==> src/rtl/ctrl_word_pkg.sv <==
// Shared layout of the 42-bit decode->execute control word.
// The decoder's packing stage and the execute-side unpack register both use it.
package ctrl_word_pkg;

  localparam int CTRL_W = 42;

  localparam int AF_LSB       = 38;
  localparam int I_BIT        = 37;
  localparam int ALU_MUX_BIT  = 36;
  localparam int SHIFT_LSB    = 33;
  localparam int CAD_LSB      = 28;
  localparam int GP_WE_BIT    = 27;
  localparam int GP_MUX_LSB   = 24;
  localparam int BF_LSB       = 20;
  localparam int PC_MUX_LSB   = 18;
  localparam int SPR_MUX_BIT  = 17;
  localparam int MEM_WREN_BIT = 16;
  localparam int MEM_RREN_BIT = 15;
  localparam int RS_LSB       = 10;
  localparam int RT_LSB       = 5;
  localparam int RD_LSB       = 0;

  typedef struct packed {
    logic [3:0] af;
    logic       i;
    logic       alu_mux_sel;
    logic [2:0] shift_type;
    logic [4:0] cad;
    logic       gp_we;
    logic [2:0] gp_mux_sel;
    logic [3:0] bf;
    logic [1:0] pc_mux_select;
    logic       spr_mux_sel;
    logic       mem_wren;
    logic       mem_rren;
    logic [4:0] rs;
    logic [4:0] rt;
    logic [4:0] rd;
  } ctrl_word_t;

  function automatic ctrl_word_t unpack(input logic [CTRL_W-1:0] w);
    ctrl_word_t c;
    c.af            = w[AF_LSB +: 4];
    c.i             = w[I_BIT];
    c.alu_mux_sel   = w[ALU_MUX_BIT];
    c.shift_type    = w[SHIFT_LSB +: 3];
    c.cad           = w[CAD_LSB +: 5];
    c.gp_we         = w[GP_WE_BIT];
    c.gp_mux_sel    = w[GP_MUX_LSB +: 3];
    c.bf            = w[BF_LSB +: 4];
    c.pc_mux_select = w[PC_MUX_LSB +: 2];
    c.spr_mux_sel   = w[SPR_MUX_BIT];
    c.mem_wren      = w[MEM_WREN_BIT];
    c.mem_rren      = w[MEM_RREN_BIT];
    c.rs            = w[RS_LSB +: 5];
    c.rt            = w[RT_LSB +: 5];
    c.rd            = w[RD_LSB +: 5];
    return c;
  endfunction

endpackage

==> src/rtl/ctrl_skid_buf.sv <==
// Generic 2-entry valid/ready skid buffer with flush.
// in_ready depends only on the skid register, so there is no ready path from downstream.
module ctrl_skid_buf #(
  parameter int W = 8
) (
  input  logic         clk,
  input  logic         rst,
  input  logic         flush,
  input  logic         in_valid,
  output logic         in_ready,
  input  logic [W-1:0] in_data,
  output logic         out_valid,
  input  logic         out_ready,
  output logic [W-1:0] out_data
);

  logic         main_valid, skid_valid;
  logic [W-1:0] main_data, skid_data;
  logic         in_fire, main_free;

  assign in_ready  = !skid_valid;
  assign in_fire   = in_valid && in_ready;
  assign main_free = !main_valid || out_ready;
  assign out_valid = main_valid;
  assign out_data  = main_data;

  always_ff @(posedge clk) begin
    if (rst) begin
      main_valid <= 1'b0;
      skid_valid <= 1'b0;
      main_data  <= '0;
      skid_data  <= '0;
    end else if (flush) begin
      main_valid <= 1'b0;
      skid_valid <= 1'b0;
    end else if (main_free) begin
      if (skid_valid) begin
        main_valid <= 1'b1;
        main_data  <= skid_data;
        // in_ready is low while skid holds a word, so this only clears skid
        skid_valid <= in_fire;
        if (in_fire) skid_data <= in_data;
      end else begin
        main_valid <= in_fire;
        if (in_fire) main_data <= in_data;
      end
    end else if (in_fire) begin
      skid_valid <= 1'b1;
      skid_data  <= in_data;
    end
  end

endmodule

==> src/rtl/ctrl_word_unpack_reg.sv <==
// Decode->execute boundary register: skid-buffered control word, unpacked into
// fields with side-effecting fields gated by out_valid, plus a saturating stall counter.
module ctrl_word_unpack_reg #(
  parameter int CTRL_W      = 42,
  parameter int STALL_CNT_W = 16
) (
  input  logic                   clk,
  input  logic                   rst,
  input  logic                   flush,
  input  logic                   in_valid,
  output logic                   in_ready,
  input  logic [CTRL_W-1:0]      in_packed,
  output logic                   out_valid,
  input  logic                   out_ready,
  output logic [3:0]             af,
  output logic                   i,
  output logic                   alu_mux_sel,
  output logic [2:0]             shift_type,
  output logic [4:0]             cad,
  output logic                   gp_we,
  output logic [2:0]             gp_mux_sel,
  output logic [3:0]             bf,
  output logic [1:0]             pc_mux_select,
  output logic                   spr_mux_sel,
  output logic                   mem_wren,
  output logic                   mem_rren,
  output logic [4:0]             rs,
  output logic [4:0]             rt,
  output logic [4:0]             rd,
  output logic [STALL_CNT_W-1:0] stall_cnt
);
  import ctrl_word_pkg::*;

  logic [CTRL_W-1:0] head;
  ctrl_word_t        w;

  ctrl_skid_buf #(.W(CTRL_W)) u_buf (
    .clk       (clk),
    .rst       (rst),
    .flush     (flush),
    .in_valid  (in_valid),
    .in_ready  (in_ready),
    .in_data   (in_packed),
    .out_valid (out_valid),
    .out_ready (out_ready),
    .out_data  (head)
  );

  assign w = unpack(head);

  assign af          = w.af;
  assign i           = w.i;
  assign alu_mux_sel = w.alu_mux_sel;
  assign shift_type  = w.shift_type;
  assign cad         = w.cad;
  assign gp_mux_sel  = w.gp_mux_sel;
  assign bf          = w.bf;
  assign spr_mux_sel = w.spr_mux_sel;
  assign rs          = w.rs;
  assign rt          = w.rt;
  assign rd          = w.rd;

  // Bubbles must never write registers/memory or redirect the PC.
  assign gp_we         = w.gp_we    && out_valid;
  assign mem_wren      = w.mem_wren && out_valid;
  assign mem_rren      = w.mem_rren && out_valid;
  assign pc_mux_select = out_valid ? w.pc_mux_select : 2'b00;

  always_ff @(posedge clk) begin
    if (rst)
      stall_cnt <= '0;
    else if (out_valid && !out_ready && stall_cnt != {STALL_CNT_W{1'b1}})
      stall_cnt <= stall_cnt + STALL_CNT_W'(1);
  end

endmodule

==> config.mk <==
export PLATFORM = sky130hd
export DESIGN_NAME = ctrl_word_unpack_reg
export DESIGN_NICKNAME = d
export VERILOG_FILES = /design/src/rtl/ctrl_word_pkg.sv /design/src/rtl/ctrl_skid_buf.sv /design/src/rtl/ctrl_word_unpack_reg.sv
export SDC_FILE = /design/constraint.sdc
export NUM_CORES = 1
export LEC_CHECK = 0
export CAP_MARGIN = 10
export CORE_ASPECT_RATIO = 0.7
export CORE_UTILIZATION = 30
export CTS_BUF_LIST = sky130_fd_sc_hd__clkbuf_4 sky130_fd_sc_hd__clkbuf_8
export DETAILED_ROUTE_END_ITERATION = 10
export PLACE_DENSITY = 0.54
export SLEW_MARGIN = 5
export SYNTH_ARGS = -nofsm -noshare
export SYNTH_HDL_FRONTEND = slang
export SYNTH_SLANG_ARGS = --single-unit
==> constraint.sdc <==
create_clock -name clk -period 2.3 [get_ports clk]
set_input_delay 0.46 -clock clk [delete_from_list [all_inputs] [get_ports clk]]
set_output_delay 0.46 -clock clk [all_outputs]
set_load 0.02 [all_outputs]
# Word level (Yosys, flattened, before mapping)
# Cells that the tools add are included.
dict set report totals {
  regBits 102
  latch_bits 0
  ram_bits 0
  romBits 0
  input_bits 47
  out_inout_bits 60
  n_memories 0
}
dict set report classes {
  addsub 1
  multipliers 0
  div 0
  order_cmp 0
  n_eq_ne 2
  shifts 0
  mux 10
  n_bitwise 1
  n_reduce_logical 15
}
# cell n
set ops {}
lappend ops {{42-bit two-way mux} 5}
lappend ops {{16-bit by 1-bit adder with 16-bit output (second input constant)} 1}
lappend ops {{16-bit != test (second input constant)} 1}
lappend ops {{1-bit logical AND} 6}
lappend ops {{1-bit two-way mux} 4}
lappend ops {{2-bit nonzero test} 2}
lappend ops {{1-bit logical NOT} 3}
lappend ops {{3-bit AND reduction} 1}
lappend ops {{2-bit two-way mux} 1}
lappend ops {{2-bit by 1-bit != test with 1-bit output (second input constant)} 1}
lappend ops {{2-bit AND reduction} 1}
lappend ops {{2-bit OR reduction} 1}
lappend ops {{1-bit logical OR} 1}
lappend ops {{1-bit inverter} 1}

# Depth between registers and ports, before layout
# Gate-level depths: netlist of the first run.
dict set report logic_depth {
  ltp_word 5
  ltp_mapped 7
  ltp_nobuf 5
}

# Hierarchy
# From an unflattened synthesis of the first run, not the netlist that was laid out.
dict set report unflattened {
  cells_unflattened 493
  hier_area_um2 5049.8
}
# mod instances cells_each area_per_inst_um2 seq_area_each_um2
set modules_own_cells {}
lappend modules_own_cells {ctrl_skid_buf 1 385 4115.2 1721.7}
lappend modules_own_cells {ctrl_word_unpack_reg 1 108 934.6 320.3}

# Least setup slack after synthesis of the first run
# No wires, ideal clock.
dict set report synth_timing {
  path_kind {reg2reg}
  from {register stall_cnt[0]}
  to {register stall_cnt[1]}
  setup_time_ns 0.129
  arrival_time_ns 1.842
  required_ns 2.171
  setup_slack_ns 0.329
  path_stages_with_launch 7
  n_path_buf 1
  period_less_slack_ns 1.971
  path_cell_list {dfxtp_1 > ha_1 > nand4_2 > o41ai_4 > buf_6 > mux2i_1 > nor2_1}
}
dict set report synth_between {
  elab_chain_cells 2
  word_cells_on_any_way 3
  cone_classes {add/sub: 1; eq/ne: 1; reduce/logical: 1}
}
# item line_no
set synth_lines {}
lappend synth_lines {{start, declared} ctrl_word_unpack_reg.sv:30} ;# output logic [STALL_CNT_W-1:0] stall_cnt
lappend synth_lines {{start signal, assigned} ctrl_word_unpack_reg.sv:73} ;# stall_cnt <= stall_cnt + STALL_CNT_W'(1);
lappend synth_lines {{parallel branches: the longest is 2 deep, another holds 16-bit by 1-bit adder with 16-bit output} n/a}
# Several ways; the timed one is not identified.
# A chain may end at the register's enable or synchronous reset.

# Worst setup path in the final report of the first run
dict set report layout_timing {
  from {register u_buf.main_valid (netlist: u_buf.out_valid)}
  to {output port gp_we}
}
dict set report layout_between {
  elab_chain_cells 1
}
# item line_no
set layout_lines {}
lappend layout_lines {{start, declared} ctrl_skid_buf.sv:17} ;# logic main_valid, skid_valid;
lappend layout_lines {{start signal, assigned} ctrl_skid_buf.sv:44} ;# main_valid <= in_fire;
lappend layout_lines {{1-bit logical AND} ctrl_word_unpack_reg.sv:64} ;# assign gp_we = w.gp_we && out_valid;
lappend layout_lines {{end, declared} ctrl_word_unpack_reg.sv:20} ;# output logic gp_we,
# Every way passes these cells.

==> results of run 1 <==
-- per-layer routing --
metal | vias to the layer above | routed length (µm)
li1 | 1868 | -
met1 | 1699 | 5600
met2 | 85 | 4580
met3 | 10 | 613
met4 | 0 | 93
met5 | - | 0
-- cell type report --
type	count	area (µm²)
timing repair buffer	120	1250
tap	190	238
fill	1403	8460
inverter	2	7.51
clock inverter	6	67.6
multi-input combinational	335	1990
clock buffer	10	131
sequential	102	2040
-- worst min-delay path, delay by kind of cell (launching register included) --
family	cells	cell delay (ps)
DFF	1	320
and+or+nand+nor	1	50
AOI/OAI and AO/OA	1	50
-- synthesized netlist by cell type (2+ instances only) --
cell and instances:
a211oi_1 43, a21oi_1 51, a21oi_2 4, and2_1 5
and4_1 2, buf_1 5, buf_2 11, buf_4 34
buf_6 2, clkbuf_1 19, dfxtp_1 102, inv_1 2
mux2i_1 43, nand2_1 90, nand2b_1 2, nand3_1 5
nand4_1 4, nor2_1 46, nor4_1 2, o21ai_1 5
o31ai_1 7, or3_1 4, or4_1 6
-- where the power goes --
part | switching, W | internal, W | leakage [nW]
clock | 0.000635 | 0.000522 | 0.0967
sequential | 0.0000350 | 0.00182 | 0.831
combinational | 0.000218 | 0.000223 | 0.870
total | 0.000888 | 0.00257 | 1.80
-- registers in the layout (all words and copies together), names as in the netlist --
register and count:
u_buf.out_data 42, u_buf.skid_data 42, stall_cnt 16, u_buf.out_valid 1, u_buf.skid_valid 1
-- through the flow --
| stage | setup WS [ps] | hold WS, ps | instance area, µm² | std cells | utilization [%] |
|---|---|---|---|---|---|
| after floorplan | 329 | 436 | 4450 | 510 | - |
| after global placement | 78.6 | 441 | 5530 | 749 | 39.0 |
| after detailed placement | 40.0 | 447 | 5530 | 749 | 39.0 |
| after CTS | 73.3 | 462 | 5730 | 765 | 40.4 |
| after global routing | 23.9 | 481 | 5730 | 765 | 40.4 |
| final | 142 | 457 | 5730 | 765 | 40.4 |
-- worst paths after layout --
check	endpoint	startpoint	cells past startpoint	slack (ps)
hold reg to reg	u_buf.skid_data[16]$_SDFFE_PP0P_	u_buf.skid_data[16]$_SDFFE_PP0P_	2	460
setup / recovery	gp_we	u_buf.out_valid$_SDFFE_PP0N_	2	140
hold / removal	u_buf.skid_data[16]$_SDFFE_PP0P_	u_buf.skid_data[16]$_SDFFE_PP0P_	2	460
setup reg to reg	stall_cnt[10]$_SDFFE_PP0P_	stall_cnt[1]$_SDFFE_PP0P_	5	370
-- logic make-up (layout without fill, tap and decap cells) --
kind of cell | Yosys count | after routing | synth area share [%]
AND/OR/NAND/NOR | 176 | 176 | 17.7
buffers and inverters | 73 | 138 | 9.67
flip-flops | 102 | 102 | 45.9
AO/OA/AOI/OAI | 114 | 114 | 16.6
XOR/XNOR | 1 | 1 | 0.197
adder cells (fa/ha/maj) | 1 | 1 | 0.281
multiplexers | 43 | 43 | 9.67
==> results.sh, run 1 <==
export IMPL_critical_path_arrival_ps=1700
export IMPL_grtUsageMet3_pct=4.34
export IMPL_ys_seq_area_share_pct=45.9
export IMPL_synth_area_top_cells="dfxtp_1, mux2i_1, nand2_1, a211oi_1, a21oi_1"
export IMPL_routed_wl_um=10900
export IMPL_ir_drop_uv=238
export IMPL_synth_avg_cell_area_um2=8.73
export IMPL_min_period_ps=2160
export IMPL_p_leak_nw=1.80
export IMPL_most_common_layout_cells="clkdlybuf4s50_1, dfxtp_1, nand2_1, a21oi_1, nor2_1"
export IMPL_yosys_area_top_type="dfxtp_1"
export IMPL_endpoint_kind="output port"
export IMPL_synth_async_reset_ratio_pct=0
export IMPL_cts_sinks=102
export IMPL_rows=36
export IMPL_drive_gt1_share_pct=7.65
export IMPL_status="completed"
export IMPL_path_cells="and2_1, clkdlybuf4s50_1"
export IMPL_cts_resized=0
export IMPL_wl_per_cell_um=14.2
export IMPL_grt_pass1_wl_um=17900
export IMPL_rsz0062_at_grt="no"
export IMPL_gp_congestion=0.764
export IMPL_io_pins=107
export IMPL_synth_seq_cells=102
export IMPL_crit_fanout=8
export IMPL_power_density_nw_per_um2=603
export IMPL_start_util_pct=31.4
export IMPL_hold_buffers=0
export IMPL_max_freq_ghz=0.463
export IMPL_yosys_warnings=0
export IMPL_cts_root_buf="clkbuf_8"
export IMPL_layout_nets=618
export IMPL_num_antenna_cells=0
export IMPL_cp_slowest_stage_delay_ps=640
export IMPL_max_cap_violations=0
export IMPL_setup_tns_ps=0
export IMPL_worstSetupPathType="flop to output port"
export IMPL_layout_commonest_cell="clkdlybuf4s50_1"
export IMPL_die_area_um2=15300
export IMPL_setup_viol=0
export IMPL_maxSlewViolCount=0
export IMPL_synth_ff_type="dfxtp_1"
export IMPL_drtIter0Drc=125
export IMPL_synth_distinct_cells=39
export IMPL_avgViaCountPerCell=4.79
export IMPL_timing_critical_path_buf_inv=1
export IMPL_cts_tree="yes"
export IMPL_cp_required_ps=1840
export IMPL_dieHeight_um=104
export IMPL_fin_crit_sh_pct=93.8
export IMPL_grt_pass1_vias=3471
export IMPL_crit_slowest_cell="clkdlybuf4s50_1"
export IMPL_die_w_um=148
export IMPL_antenna_found_initial=0
export IMPL_coreArea_um2=14200
export IMPL_synth_edff_count=0
export IMPL_cts_made_buffers=9
export IMPL_htree_levels=3
export IMPL_start_kind="flop"
export IMPL_via_count=3662
export IMPL_path_clk_slew_ps=80
export IMPL_gr_usage_met2_pct=21.9
export IMPL_grt_max_degree=51
export IMPL_grt_usage_pct=14.6
export IMPL_hold_class="flop to flop"
export IMPL_synth_top_area_share_pct=45.9
export IMPL_route_detailed_drc=0
export IMPL_io_buffers=106
export IMPL_syn_inst=510
export IMPL_total_power_w=0.00346
export IMPL_grt_overflow=0
export IMPL_hpwlAfterDp_um=7310
export IMPL_syn_area_um2=4450
export IMPL_maxSlewHeadroom_pct=59.2
export IMPL_grtUsageMet1_pct=20.3
export IMPL_syn_num_nets=558
export IMPL_hold_violations=0
export IMPL_drtPass1Iterations=5
export IMPL_clk_path_buf_depth=2
export IMPL_worst_pin_slew_ps=612
export IMPL_cp_top_family="buffers and inverters"
export IMPL_post_cts_setup_buffers=0
export IMPL_finClkSkew_ps=20.4
export IMPL_top_usage_layer="met2"
export IMPL_worstSkewPairLatency_ps=370
export IMPL_ant_nets=0
export IMPL_syn_to_final_growth_pct=28.7
Power figures use the tool's default switching activity.
==> run 2: changes to the inputs <==
--- a/config.mk
+++ b/config.mk
@@ -6,12 +6,14 @@
 export NUM_CORES = 1
 export LEC_CHECK = 0
 export CAP_MARGIN = 10
-export CORE_ASPECT_RATIO = 0.7
+export CORE_ASPECT_RATIO = 1.5
 export CORE_UTILIZATION = 30
 export CTS_BUF_LIST = sky130_fd_sc_hd__clkbuf_4 sky130_fd_sc_hd__clkbuf_8
+export CTS_CLUSTER_DIAMETER = 80
 export DETAILED_ROUTE_END_ITERATION = 10
-export PLACE_DENSITY = 0.54
+export PLACE_DENSITY = 0.53
 export SLEW_MARGIN = 5
 export SYNTH_ARGS = -nofsm -noshare
 export SYNTH_HDL_FRONTEND = slang
+export SYNTH_HIERARCHICAL = 1
 export SYNTH_SLANG_ARGS = --single-unit
==> results.sh, run 2 <==
export IMPL_status="completed"
export IMPL_ys_seq_area_share_pct=40.4
export IMPL_hold_class="flop to flop"
export IMPL_coreArea_um2=16300
export IMPL_syn_num_nets=541
export IMPL_syn_inst=493
export IMPL_drtIter0Drc=187
export IMPL_met2_length_um=6860
export IMPL_synth_area_top_cells="dfxtp_1, mux2i_1, nand2b_1, a211oi_2, a21oi_1"
export IMPL_start_util_pct=30.9
export IMPL_clk_path_buf_depth=2
export IMPL_htree_levels=3
export IMPL_cts_resized=0
export IMPL_synth_edff_count=0
export IMPL_layout_commonest_cell="clkdlybuf4s50_1"
export IMPL_worstSkewPairLatency_ps=380
export IMPL_dr_wl_met3_um=533
export IMPL_syn_to_final_growth_pct=28.9
export IMPL_post_cts_setup_buffers=0
export IMPL_crit_fanout=9
export IMPL_grt_max_degree=61
export IMPL_endpoint_kind="output port"
export IMPL_worstSetupPathType="flop to output port"
export IMPL_min_period_ps=2190
export IMPL_hold_buffers=0
export IMPL_io_pins=107
export IMPL_finClkSkew_ps=6.86
export IMPL_hold_violations=0
export IMPL_synth_async_reset_ratio_pct=0
export IMPL_grt_usage_pct=15.4
export IMPL_fin_crit_sh_pct=95.1
export IMPL_synth_distinct_cells=43
export IMPL_grt_pass1_wl_um=20700
export IMPL_layout_nets=626
export IMPL_drtPass1Iterations=4
export IMPL_antenna_found_initial=0
export IMPL_synth_avg_cell_area_um2=10.2
export IMPL_hpwlAfterDp_um=8480
export IMPL_num_antenna_cells=0
export IMPL_rows=57
export IMPL_cts_sinks=102
export IMPL_cts_made_buffers=9
export IMPL_die_w_um=108
export IMPL_die_area_um2=17400
export IMPL_yosys_area_top_type="dfxtp_1"
export IMPL_grt_overflow=0
export IMPL_ys_top_cells_by_count="dfxtp_1, nand2b_1, mux2i_1"
export IMPL_max_freq_ghz=0.457
export IMPL_synth_ff_type="dfxtp_1"
export IMPL_rsz0062_at_grt="no"
export IMPL_syn_area_um2=5050
export IMPL_maxSlewHeadroom_pct=62.2
export IMPL_gp_congestion=0.860
export IMPL_route_detailed_drc=0
export IMPL_via_count=3941
export IMPL_cts_tree="yes"
export IMPL_ff2ff_setup_slack_ps=320
export IMPL_power_density_nw_per_um2=576
export IMPL_io_buffers=106
export IMPL_path_clk_slew_ps=90
export IMPL_routed_wl_um=13000
export IMPL_ir_drop_uv=216
export IMPL_critical_path_arrival_ps=1730
export IMPL_setup_tns_ps=0
export IMPL_placed_cell_area_um2=6270
export IMPL_drive_gt1_share_pct=14.4
export IMPL_synth_top_area_share_pct=40.4
export IMPL_cts_root_buf="clkbuf_8"
export IMPL_ant_nets=0
export IMPL_grt_pass1_vias=4053
export IMPL_maxSlewViolCount=0
export IMPL_dieHeight_um=161
export IMPL_yosys_warnings=6
export IMPL_synth_seq_cells=102
export IMPL_start_kind="flop"
export IMPL_synth_most_common_cell="dfxtp_1"
export IMPL_setup_viol=0
export IMPL_wl_per_cell_um=16.5
export IMPL_cp_required_ps=1840
export IMPL_most_common_layout_cells="clkdlybuf4s50_1, dfxtp_1, nand2b_1, mux2i_1, a21oi_1"
export IMPL_max_cap_violations=0
export IMPL_p_leak_nw=2.05
export IMPL_worst_pin_slew_ps=567
export IMPL_m1WireLength_um=5360
export IMPL_dr_max_layer_used="met4"
export IMPL_fin_area_um2=6510
export IMPL_avgViaCountPerCell=4.99
==> run 2: layer usage <==
layer | GRT usage (%) | vias up
li1 | - | 1937
met5 | 0 | -
met1 | 17.1 | 1902
met2 | 28.1 | 83
met3 | 3.13 | 19
met4 | 6.35 | 0
==> run 2: report_power, final <==
part / internal (W) / leakage (nW) / switching [W]
combinational: 0.000277 / 1.10 / 0.000270
sequential: 0.00182 / 0.831 / 0.0000367
clock: 0.000714 / 0.123 / 0.000628
total: 0.00281 / 2.05 / 0.000935
==> run 2: worst max-delay path, cell delays in order, from the launching register on <==
cell,delay [ps]
dfxtp_1,540
and2_1,200
clkdlybuf4s50_1,610
==> run 2: area by class of cell <==
class                           count  area [µm²]
Fill cell                        1626        9820
Multi-Input combinational cell    343        2740
Sequential cell                   102        2050
Timing Repair Buffer              119        1220
Tap cell                          206         258
Clock buffer                       13         173
Clock inverter                      3        65.1
Inverter                            3        11.3
==> run 2: path summary, 6_finish.rpt <==
kind | from | endpoint | cells after the start
max | u_buf/out_valid$_SDFFE_PP0N_ | pc_mux_select[1] | 2
min | u_buf/skid_data[39]$_SDFFE_PP0P_ | u_buf/skid_data[39]$_SDFFE_PP0P_ | 2
max reg2reg | stall_cnt[0]$_SDFFE_PP0P_ | stall_cnt[1]$_SDFFE_PP0P_ | 6
min reg2reg | u_buf/skid_data[39]$_SDFFE_PP0P_ | u_buf/skid_data[39]$_SDFFE_PP0P_ | 2
==> run 2: kinds of logic (layout without fill, tap and decap cells) <==
group | count (synthesis) | count (layout) | share of synthesized area, %
flip-flops | 102 | 102 | 40.4
AO/OA/AOI/OAI | 116 | 116 | 18.4
multiplexers | 85 | 85 | 16.9
AND/OR/NAND/NOR | 141 | 141 | 18.4
buffers and inverters | 48 | 138 | 5.55
adder cells (fa/ha/maj) | 1 | 1 | 0.248
==> run 2: metrics by stage <==
step / instances / total power (W) / utilization (%) / worst slack (ps) / hold slack, ps
after global placement: 773 / 0.00245 / 38.4 / 150 / 458
after CTS: 789 / 0.00382 / 39.9 / 61.4 / 482
after floorplan: 493 / 0.00221 / - / 409 / 448
final: 789 / 0.00375 / 39.9 / 113 / 478
after detailed placement: 773 / 0.00245 / 38.4 / 166 / 465
after global routing: 789 / 0.00392 / 39.9 / 2.44 / 498
